==> src/rtl/iic_pkg.sv <==
// Shared definitions for the IIC transfer sequencer: bit-engine op codes,
// sequencer state encoding, per-op sub-phase and R/W bit constants.
package iic_pkg;

  // Operation codes understood by the SCL/SDA bit engine
  typedef enum logic [1:0] {
    OP_START = 2'd0,
    OP_WRITE = 2'd1,
    OP_READ  = 2'd2,
    OP_STOP  = 2'd3
  } eng_op_e;

  // Transaction-level states of the sequencer
  typedef enum logic [3:0] {
    ST_IDLE,
    ST_START,
    ST_DEVW,
    ST_MADDR,
    ST_WDATA,
    ST_RSTART,
    ST_DEVR,
    ST_RDATA,
    ST_STOP,
    ST_FIN
  } state_e;

  // Progress of the single engine op owned by the current state:
  // FETCH waits for a user write byte, ISSUE presents the op,
  // WAIT holds off until the engine reports completion.
  typedef enum logic [1:0] {
    PH_FETCH,
    PH_ISSUE,
    PH_WAIT
  } phase_e;

  // Direction bit appended to the 7-bit device address
  localparam logic RW_WRITE = 1'b0;
  localparam logic RW_READ  = 1'b1;

  // Engine op that each state issues; IDLE/FIN report START (code 0)
  // so the op bus rests at zero when nothing is presented.
  function automatic eng_op_e op_for_state(input state_e s);
    eng_op_e op;
    op = OP_START;
    case (s)
      ST_DEVW, ST_MADDR, ST_WDATA, ST_DEVR: op = OP_WRITE;
      ST_RDATA:                             op = OP_READ;
      ST_STOP:                              op = OP_STOP;
      default:                              op = OP_START;
    endcase
    return op;
  endfunction

endpackage

==> src/rtl/iic_xfer_sequencer.sv <==
// IIC transfer sequencer: turns a register-style read/write command into
// the START / address / data / STOP op stream for an external bit engine.
// Optional build macro IIC_SEQ_RETRY_EN: retry a NACKed device-address byte
// (STOP, then START again) up to RETRY_MAX times before reporting an error.
module iic_xfer_sequencer
  import iic_pkg::*;
#(
  parameter logic [6:0] DEV_ADDR  = 7'h50,
  parameter int         RETRY_MAX = 3
) (
  input  logic       CLK,
  input  logic       RST,
  input  logic       cmd_valid,
  output logic       cmd_ready,
  input  logic       cmd_rw,
  input  logic [7:0] cmd_maddr,
  input  logic [3:0] cmd_len,
  input  logic       wr_valid,
  output logic       wr_ready,
  input  logic [7:0] wr_data,
  output logic       rd_valid,
  output logic [7:0] rd_data,
  output logic       done,
  output logic       err,
  output logic       eng_valid,
  input  logic       eng_ready,
  output logic [1:0] eng_op,
  output logic [7:0] eng_wdata,
  output logic       eng_nack_last,
  input  logic       eng_done,
  input  logic       eng_ack,
  input  logic [7:0] eng_rdata
);

`ifdef IIC_SEQ_RETRY_EN
  localparam logic RETRY_EN = 1'b1;
`else
  localparam logic RETRY_EN = 1'b0;
`endif

  state_e     state_q, state_d;
  phase_e     phase_q, phase_d;
  logic       rw_q, rw_d;
  logic [7:0] maddr_q, maddr_d;
  logic [3:0] cnt_q, cnt_d;
  logic       err_flag_q, err_flag_d;
  logic [7:0] wbyte_q, wbyte_d;
  logic [7:0] retry_q, retry_d;
  logic       retry_pend_q, retry_pend_d;

  logic       cmd_ready_q, cmd_ready_d;
  logic       wr_ready_q, wr_ready_d;
  logic       rd_valid_q, rd_valid_d;
  logic [7:0] rd_data_q, rd_data_d;
  logic       done_q, done_d;
  logic       err_q, err_d;
  logic       eng_valid_q, eng_valid_d;
  logic [1:0] eng_op_q, eng_op_d;
  logic [7:0] eng_wdata_q, eng_wdata_d;
  logic       eng_nack_last_q, eng_nack_last_d;

  // Next-state logic: walk the transaction one engine op at a time
  always_comb begin
    state_d      = state_q;
    phase_d      = phase_q;
    rw_d         = rw_q;
    maddr_d      = maddr_q;
    cnt_d        = cnt_q;
    err_flag_d   = err_flag_q;
    wbyte_d      = wbyte_q;
    retry_d      = retry_q;
    retry_pend_d = retry_pend_q;

    case (state_q)
      ST_IDLE: begin
        if (cmd_valid && cmd_ready_q) begin
          rw_d         = cmd_rw;
          maddr_d      = cmd_maddr;
          cnt_d        = cmd_len;
          err_flag_d   = 1'b0;
          retry_d      = 8'd0;
          retry_pend_d = 1'b0;
          state_d      = ST_START;
          phase_d      = PH_ISSUE;
        end
      end
      ST_FIN: begin
        state_d = ST_IDLE;
        phase_d = PH_ISSUE;
      end
      default: begin
        case (phase_q)
          PH_FETCH: begin
            if (wr_valid && wr_ready_q) begin
              wbyte_d = wr_data;
              phase_d = PH_ISSUE;
            end
          end
          PH_ISSUE: begin
            if (eng_valid_q && eng_ready) phase_d = PH_WAIT;
          end
          default: begin
            if (eng_done) begin
              phase_d = PH_ISSUE;
              case (state_q)
                ST_START:  state_d = ST_DEVW;
                ST_RSTART: state_d = ST_DEVR;
                ST_DEVW, ST_DEVR: begin
                  if (eng_ack) begin
                    state_d = (state_q == ST_DEVW) ? ST_MADDR : ST_RDATA;
                  end else begin
                    if (RETRY_EN && (int'(retry_q) < RETRY_MAX)) begin
                      retry_d      = retry_q + 8'd1;
                      retry_pend_d = 1'b1;
                    end else begin
                      err_flag_d = 1'b1;
                    end
                    state_d = ST_STOP;
                  end
                end
                ST_MADDR: begin
                  if (!eng_ack) begin
                    err_flag_d = 1'b1;
                    state_d    = ST_STOP;
                  end else if (cnt_q == 4'd0) begin
                    state_d = ST_STOP;
                  end else if (rw_q == RW_READ) begin
                    state_d = ST_RSTART;
                  end else begin
                    state_d = ST_WDATA;
                    phase_d = PH_FETCH;
                  end
                end
                ST_WDATA: begin
                  if (!eng_ack) begin
                    err_flag_d = 1'b1;
                    state_d    = ST_STOP;
                  end else begin
                    cnt_d = (cnt_q != 4'd0) ? cnt_q - 4'd1 : 4'd0;
                    if (cnt_d == 4'd0) state_d = ST_STOP;
                    else               phase_d = PH_FETCH;
                  end
                end
                ST_RDATA: begin
                  cnt_d = (cnt_q != 4'd0) ? cnt_q - 4'd1 : 4'd0;
                  if (cnt_d == 4'd0) state_d = ST_STOP;
                end
                default: begin
                  if (retry_pend_q) begin
                    retry_pend_d = 1'b0;
                    state_d      = ST_START;
                  end else begin
                    state_d = ST_FIN;
                  end
                end
              endcase
            end
          end
        endcase
      end
    endcase
  end

  // Output decode from the next state so every output is a flop
  always_comb begin
    cmd_ready_d     = (state_d == ST_IDLE);
    wr_ready_d      = (state_d == ST_WDATA) && (phase_d == PH_FETCH);
    eng_valid_d     = (state_d != ST_IDLE) && (state_d != ST_FIN) && (phase_d == PH_ISSUE);
    eng_op_d        = op_for_state(state_d);
    eng_nack_last_d = (state_d == ST_RDATA) && (cnt_d == 4'd1);
    done_d          = (state_d == ST_FIN);
    err_d           = (state_d == ST_FIN) && err_flag_d;
    rd_valid_d      = (state_q == ST_RDATA) && (phase_q == PH_WAIT) && eng_done;
    rd_data_d       = rd_valid_d ? eng_rdata : rd_data_q;
    eng_wdata_d     = 8'h00;
    case (state_d)
      ST_DEVW:  eng_wdata_d = {DEV_ADDR, RW_WRITE};
      ST_MADDR: eng_wdata_d = maddr_d;
      ST_WDATA: eng_wdata_d = wbyte_d;
      ST_DEVR:  eng_wdata_d = {DEV_ADDR, RW_READ};
      default:  eng_wdata_d = 8'h00;
    endcase
  end

  // State and registered outputs; reset abandons any transfer silently
  always_ff @(posedge CLK) begin
    if (RST) begin
      state_q         <= ST_IDLE;
      phase_q         <= PH_ISSUE;
      rw_q            <= 1'b0;
      maddr_q         <= 8'h00;
      cnt_q           <= 4'd0;
      err_flag_q      <= 1'b0;
      wbyte_q         <= 8'h00;
      retry_q         <= 8'd0;
      retry_pend_q    <= 1'b0;
      cmd_ready_q     <= 1'b1;
      wr_ready_q      <= 1'b0;
      rd_valid_q      <= 1'b0;
      rd_data_q       <= 8'h00;
      done_q          <= 1'b0;
      err_q           <= 1'b0;
      eng_valid_q     <= 1'b0;
      eng_op_q        <= 2'd0;
      eng_wdata_q     <= 8'h00;
      eng_nack_last_q <= 1'b0;
    end else begin
      state_q         <= state_d;
      phase_q         <= phase_d;
      rw_q            <= rw_d;
      maddr_q         <= maddr_d;
      cnt_q           <= cnt_d;
      err_flag_q      <= err_flag_d;
      wbyte_q         <= wbyte_d;
      retry_q         <= retry_d;
      retry_pend_q    <= retry_pend_d;
      cmd_ready_q     <= cmd_ready_d;
      wr_ready_q      <= wr_ready_d;
      rd_valid_q      <= rd_valid_d;
      rd_data_q       <= rd_data_d;
      done_q          <= done_d;
      err_q           <= err_d;
      eng_valid_q     <= eng_valid_d;
      eng_op_q        <= eng_op_d;
      eng_wdata_q     <= eng_wdata_d;
      eng_nack_last_q <= eng_nack_last_d;
    end
  end

  assign cmd_ready     = cmd_ready_q;
  assign wr_ready      = wr_ready_q;
  assign rd_valid      = rd_valid_q;
  assign rd_data       = rd_data_q;
  assign done          = done_q;
  assign err           = err_q;
  assign eng_valid     = eng_valid_q;
  assign eng_op        = eng_op_q;
  assign eng_wdata     = eng_wdata_q;
  assign eng_nack_last = eng_nack_last_q;

endmodule

==> config.mk <==
export PLATFORM = sky130hd
export DESIGN_NAME = iic_xfer_sequencer
export DESIGN_NICKNAME = d
export VERILOG_FILES = /design/src/rtl/iic_pkg.sv /design/src/rtl/iic_xfer_sequencer.sv
export SDC_FILE = /design/constraint.sdc
export NUM_CORES = 1
export LEC_CHECK = 0
export CAP_MARGIN = 20
export CORE_MARGIN = 3
export CORE_UTILIZATION = 34
export CTS_CLUSTER_SIZE = 10
export DETAILED_ROUTE_END_ITERATION = 12
export GPL_TIMING_DRIVEN = 0
export PLACE_DENSITY = 0.66
export REMOVE_ABC_BUFFERS = 1
export SKIP_CTS_REPAIR_TIMING = 1
export SYNTH_ARGS = -nofsm -noshare
export SYNTH_HDL_FRONTEND = slang
export SYNTH_SLANG_ARGS = --single-unit
==> constraint.sdc <==
create_clock -name CLK -period 3.2 [get_ports CLK]
set_input_delay 0.64 -clock CLK [delete_from_list [all_inputs] [get_ports CLK]]
set_output_delay 0.64 -clock CLK [all_outputs]
set_load 0.02 [all_outputs]
==> flow_summary.yaml, run 1 <==
run_status:
  status: "complete, no violations"
cells_and_area:
  fill_cells: 768
  multiInputGateArea_um2: 1400
  fin_area_um2: 3312
  antenna_cells: 0
  seq_area_um2: 1061
  stdcell_count: 440
  area_growth_pct: 28.31
  drive_gt1_frac: 0.07038
  nets: 379
placement:
  post-place-ws_ps: 105.8
  post_dp_cell_area_um2: 3226
  gp_congestion: 0.9286
  dp_cells: 433
  dp_hpwl_mm: 4.654
  io_buffers: 60
critical_path:
  r2r-start: "state_q[0]$_SDFF_PP0_"
  endpoint_kind: "flop"
  rrSetupSlack_ps: 440
  cp_data_arrival_time_ps: 2980
  cp_data_required_time_ps: 3390
  reg2reg_depth: 6
  critPathMaxFanout: 11
  regToRegEndpoint: "eng_wdata[6]$_SDFF_PP0_"
  start_kind: "input port"
  path_class: "in -> reg"
  crit_start: "eng_ack"
  crit_path_end: "eng_wdata[4]$_SDFF_PP0_"
synthesis:
  syn-cell-area_um2: 2581
  yosys.area_share.xor_xnor: 0.003393
  seq_area_frac_synth: 0.4111
  synth_common_cells: "nor2_1, dfxtp_1, mux2i_1, nand2_1, a21oi_1"
  dominantRegCellSynth: "dfxtp_1"
  synth.area.top_cells: "dfxtp_1, mux2i_1, nor2_1"
  synth-compound-area-share: 0.1648
  yosys.area.top_type: "dfxtp_1"
  synthesis.instances: 289
  synthMuxAreaShare: 0.1173
  synth-seq-cells: 53
  synthAdderAreaFrac: 0.009695
  yosys.area_share.simple: 0.2448
  yosysMostFrequentCell: "nor2_1"
  synth.distinct_cells: 56
  yosys.area.top_type_share: 0.4111
  synth_top_family_by_area: "simple AND/OR/NAND/NOR gates"
  synthArstFlopShare: 0
  synth-warning-count: 0
  syn_avg_cell_area_um2: 8.932
  synth-edff-count: 0
pwr:
  power_leakage_uw: 0.001237
  ir_drop_v: 0.0002940
  p_total_uw: 1280
  powerDensity_nw_per_um2: 386.3
timing:
  maxSlewViolCount: 0
  timing.fmax_mhz: 358.1
  relSlewSlack: 0.4982
  finalSetupViolCount: 0
  post-route-period-util: 0.8727
  worst_slew_pin_slew_ps: 752.7
  setup_tns_ps: 0
  final-hold-violation-count: 0
  rsz0062_at_grt: "false"
  worst_slack_ps: 407.4
  period_minus_slack_ps: 2793
  fin_skew_ps: 4.903
die:
  initial_utilization: 0.3540
  coreArea_um2: 7292
  die_width_um: 93.13
  row_count: 31
  die_y_um: 93.13
  io_pins: 61
  die_area_um2: 8673
clock_network:
  clock_path_buffers: 2
  cts-root-buf: "clkbuf_8"
  htreeDepth: 2
  cts_tree: "done"
  clkTransAtPathRegs_ps: 90
  clock-sinks: 53
  cts_buffers: 5
  clock_latency_ps: 300
run:
  drv_cap: 0
hold_path:
  min_path_type: "reg -> reg"
routing:
  wl_per_cell_um: 14.03
  routed_wl_mm: 6.171
  via_per_inst: 5.009
  drt_iter0_drc: 113
  antenna_left: 0
  num_vias: 2204
  drc: 0
  first_pass_iters: 4
global_routing:
  antenna_found_initial: 0
  grt_overflow: 0
  track_usage: 0.1503
  grt_pass1_vias: 2195
  grt_max_degree: 43
  grt_pass1_wl_mm: 10.58
-- worst min-delay path by stage --
stage          slack, ps                 endpoint                    start  cells after the start
5_1_grt              530  rd_data[7]$_SDFFE_PP0P_  rd_data[7]$_SDFFE_PP0P_                      2
4_1_cts              500    maddr_q[5]$_SDFF_PP0_    maddr_q[5]$_SDFF_PP0_                      2
2_1_floorplan        450    maddr_q[6]$_SDFF_PP0_    maddr_q[6]$_SDFF_PP0_                      2
6_report             500    maddr_q[5]$_SDFF_PP0_    maddr_q[5]$_SDFF_PP0_                      2
3_5_place_dp         480    maddr_q[5]$_SDFF_PP0_    maddr_q[5]$_SDFF_PP0_                      2
3_3_place_gp         470    maddr_q[5]$_SDFF_PP0_    maddr_q[5]$_SDFF_PP0_                      2
-- area by class of cell --
| cell class | instances | share of cell area |
|---|---|---|
| flip-flops and latches | 53 | 0.3204 |
| clock buffers | 7 | 0.02607 |
| multi-input cells | 210 | 0.4227 |
| well taps | 99 | 0.03740 |
| inverters | 10 | 0.01133 |
| repair buffers | 61 | 0.1821 |
-- logic make-up (layout without fill, tap and decap cells) --
logic type,Yosys count,count (layout)
simple gates,123,123
compound gates,55,55
mux,29,29
flops,53,53
buf+inv,26,78
fa+ha+maj,2,2
xor+xnor,1,1
-- state kept, by name (all words and copies together), names as in the netlist --
register / count
err: 1
wr_ready: 1
err_flag_q: 1
rd_valid: 1
eng_valid: 1
eng_op: 2
eng_nack_last: 1
wbyte_q: 8
maddr_q: 8
done: 1
state_q: 4
cmd_ready: 1
cnt_q: 4
eng_wdata: 8
phase_q: 2
rw_q: 1
rd_data: 8
-- placed cells by master, fill, tap and decap left out, types with 6 or more instances in the layout --
| cell | n |
|---|---|
| nor2b_1 | 8 |
| mux2i_1 | 28 |
| inv_1 | 10 |
| nor3_1 | 6 |
| clkbuf_8 | 6 |
| clkdlybuf4s50_1 | 59 |
| nor2_1 | 61 |
| a21oi_1 | 14 |
| dfxtp_1 | 53 |
| nand2_1 | 16 |
-- layer usage --
metal,GRT usage,part of all wire,up-vias
met5,0,0,-
met4,0.04274,0.014,0
met3,0.04023,0.064,9
met2,0.2507,0.48,60
met1,0.1905,0.45,1013
li1,-,-,1122
-- through the flow --
step                        util  hold WS [ps]
after floorplan                -         448.2
after global placement    0.4411         471.7
after detailed placement  0.4423         482.6
after CTS                 0.4542         504.1
after global routing      0.4542         532.6
final                     0.4542         495.7
-- power breakdown --
group	leakage, µW	total [µW]	internal [µW]	switching [µW]
Clock	0.0000443	381	172	209
Sequential	0.000430	692	675	17.2
Combinational	0.000763	206	102	104
-- critical path: stages --
cell,delay (ps)
clkdlybuf4s50_1,620
nor3b_1,250
o211a_1,350
a221oi_2,610
nor2_1,150
o21ai_2,280
nor2_1,90
No activity file was read; power rests on OpenSTA's default activity.
==> run 2: changes to the inputs <==
==> constraint.sdc (replaced) <==
create_clock -name CLK -period 3.2 [get_ports CLK]
set_input_delay 0.32 -clock CLK [delete_from_list [all_inputs] [get_ports CLK]]
set_output_delay 0.32 -clock CLK [all_outputs]
set_load 0.02 [all_outputs]
==> results of run 2 <==
Same layout as run 1 (identical final DEF). Status: complete, no violations.
Main changes from that run: setup slack after placement 105.8 ps -> 425.8 ps; setup slack after layout 407.4 ps -> 443.0 ps; start point of the critical path eng_ack -> state_q[0]$_SDFF_PP0_; end point of the critical path eng_wdata[4]$_SDFF_PP0_ -> eng_wdata[6]$_SDFF_PP0_
==> run 3: changes to the inputs <==
--- a/config.mk
+++ b/config.mk
@@ -6,13 +6,12 @@
 export NUM_CORES = 1
 export LEC_CHECK = 0
 export CAP_MARGIN = 20
-export CORE_MARGIN = 3
+export CORE_MARGIN = 5
 export CORE_UTILIZATION = 34
 export CTS_CLUSTER_SIZE = 10
 export DETAILED_ROUTE_END_ITERATION = 12
 export GPL_TIMING_DRIVEN = 0
 export PLACE_DENSITY = 0.66
-export REMOVE_ABC_BUFFERS = 1
 export SKIP_CTS_REPAIR_TIMING = 1
 export SYNTH_ARGS = -nofsm -noshare
 export SYNTH_HDL_FRONTEND = slang
==> run 3 against run 2 <==
Fmax rose by 2.4%. Setup slack gained 65 ps. Sequential share of layout area shrank 0.72 points. Cell count up 3.6%. Power shrank 0.33%. Critical path depth rose by 3. Wire length grew 12%. Combinational power increased by 8%. Sequential power about the same. Critical endpoint unchanged.
==> flow_summary.yaml, run 3 (same netlist as run 1, synthesis figures left out) <==
routing:
  antenna_left: 0
  drc: 0
  via_per_inst: 5.158
  wl_per_cell_um: 15.22
  routed_wl_mm: 6.941
  num_vias: 2352
  first_pass_iters: 4
  drt_iter0_drc: 116
placement:
  io_buffers: 60
  dp_hpwl_mm: 5.423
  gp_congestion: 0.9593
  dp_cells: 448
pwr:
  powerDensity_nw_per_um2: 376.4
  power_leakage_uw: 0.001289
  ir_drop_v: 0.0003728
global_routing:
  track_usage: 0.1493
  grt_max_degree: 16
  antenna_found_initial: 0
  grt_overflow: 0
  grt_pass1_vias: 2427
  grt_pass1_wl_mm: 11.70
cells_and_area:
  antenna_cells: 0
  area_growth_pct: 31.27
  drive_gt1_frac: 0.08964
  nets: 394
  stdcell_count: 456
  fill_cells: 710
  layout_commonest_cell: "nor2_1"
  layout_common_cells: "nor2_1, clkdlybuf4s50_1, dfxtp_1, mux2i_1, nand2_1"
critical_path:
  worstPathCellList: "clkdlybuf4s50_1 > clkbuf_1 > nor2_1 > a211oi_1 > a222oi_1 > o21ai_1 > nor2b_1 > o21ai_2 > a21oi_1"
  reg2reg_depth: 9
  start_kind: "input port"
  path_class: "in -> reg"
  r2r-start: "cnt_q[0]$_SDFF_PP0_"
  critPathMaxStageDelay_ps: 480
  cp_slowest_cell: "clkdlybuf4s50_1"
  cp_data_required_time_ps: 3420
  critPathMaxFanout: 10
  endpoint_kind: "flop"
  rrSetupSlack_ps: 530
  cp_data_arrival_time_ps: 2910
  regToRegEndpoint: "eng_wdata[6]$_SDFF_PP0_"
timing:
  maxSlewViolCount: 0
  fin_skew_ps: 7.535
  final-hold-violation-count: 0
  finalSetupViolCount: 0
  period_minus_slack_ps: 2692
  timing.fmax_mhz: 371.4
  post-route-period-util: 0.8414
  rsz0062_at_grt: "false"
  setup_tns_ps: 0
  worst_slew_pin_slew_ps: 681.7
  relSlewSlack: 0.5455
clock_network:
  clock_path_buffers: 2
  clkTransAtPathRegs_ps: 90
  cts_tree: "done"
  clock_latency_ps: 310
  cts_buffers: 5
  htreeDepth: 2
  clock-sinks: 53
  cts-root-buf: "clkbuf_8"
die:
  die_y_um: 97.13
  die_area_um2: 9434
  initial_utilization: 0.3521
  io_pins: 61
  coreArea_um2: 7331
  die_width_um: 97.13
  row_count: 31
hold_path:
  min_path_type: "reg -> reg"
  holdPathStages: 2
  hold_path_startpoint: "wbyte_q[6]$_SDFF_PP0_"
  holdPathEnd: "wbyte_q[6]$_SDFF_PP0_"
run:
  drv_cap: 0
synthesis:
  synth_nets: 327
run_status:
  status: "complete, no violations"
[run 3: cell count changes in the layout (fill, tap and decap cells not counted)]
cell | before | now
buf_2 | 1 | 5
buf_4 | 1 | 4
buf_6 | 0 | 1
clkbuf_1 | 1 | 7
clkbuf_8 | 6 | 5
clkdlybuf4s50_1 | 59 | 60
clkinv_2 | 0 | 2
nor4b_1 | 0 | 1
nor4b_2 | 2 | 1
[run 3: stage by stage]
stage	power [µW]	setup slack [ps]	hold slack, ps	util	cell area, µm²
after floorplan	839.2	969.6	404.6	-	2581
after global placement	924.4	287.6	474.6	0.4509	3306
after detailed placement	927.6	279.0	476.0	0.4509	3306
after CTS	1288	561.4	498.9	0.4622	3388
after global routing	1341	283.9	529.2	0.4622	3388
final	1275	507.5	494.4	0.4622	3388
[run 3: report_power, final]
group / switching, µW / internal (µW) / leakage (µW)
clock: 211 / 152 / 0.0000450
sequential: 15.7 / 675 / 0.000430
combinational: 114 / 108 / 0.000815
total: 340 / 935 / 0.00129
[run 3: final cells by class]
type	count	area, µm²	area share
multi-input combinational	210	1394	0.4114
inverter	10	37.54	0.01108
buffer	16	88.84	0.02622
clock buffer	6	72.57	0.02142
timing repair buffer	60	600.6	0.1773
tap	99	123.9	0.03656
sequential	53	1061	0.3131
clock inverter	2	10.01	0.002954
[run 3: critical path, delay by kind of cell]
family	cells	cell delay [ps]
AO/OA/AOI/OAI	5	1200
buffers and inverters	2	870
AND/OR/NAND/NOR	2	530
[run 3: worst max path at each step]
| stage | start | endpoint | slack (ps) | cells past startpoint |
|---|---|---|---|---|
| finish | eng_ack | eng_wdata[6]$_SDFF_PP0_ | 510 | 9 |
| global route | eng_ack | eng_wdata[6]$_SDFF_PP0_ | 280 | 9 |
| CTS | cnt_q[0]$_SDFF_PP0_ | eng_wdata[6]$_SDFF_PP0_ | 560 | 9 |
| detailed placement | eng_ack | eng_wdata[6]$_SDFF_PP0_ | 280 | 9 |
| global placement | eng_ack | eng_wdata[6]$_SDFF_PP0_ | 290 | 9 |
| floorplan | cnt_q[0]$_SDFF_PP0_ | phase_q[0]$_SDFF_PP1_ | 970 | 9 |
[run 3: layer usage]
layer	wire length, µm	share of wire	vias up	global-route usage
li1	-	-	1152	-
met1	2968	0.43	1106	0.1780
met2	3356	0.48	78	0.2532
met3	434	0.063	16	0.04379
met4	181	0.026	0	0.05508
met5	0	0	-	0
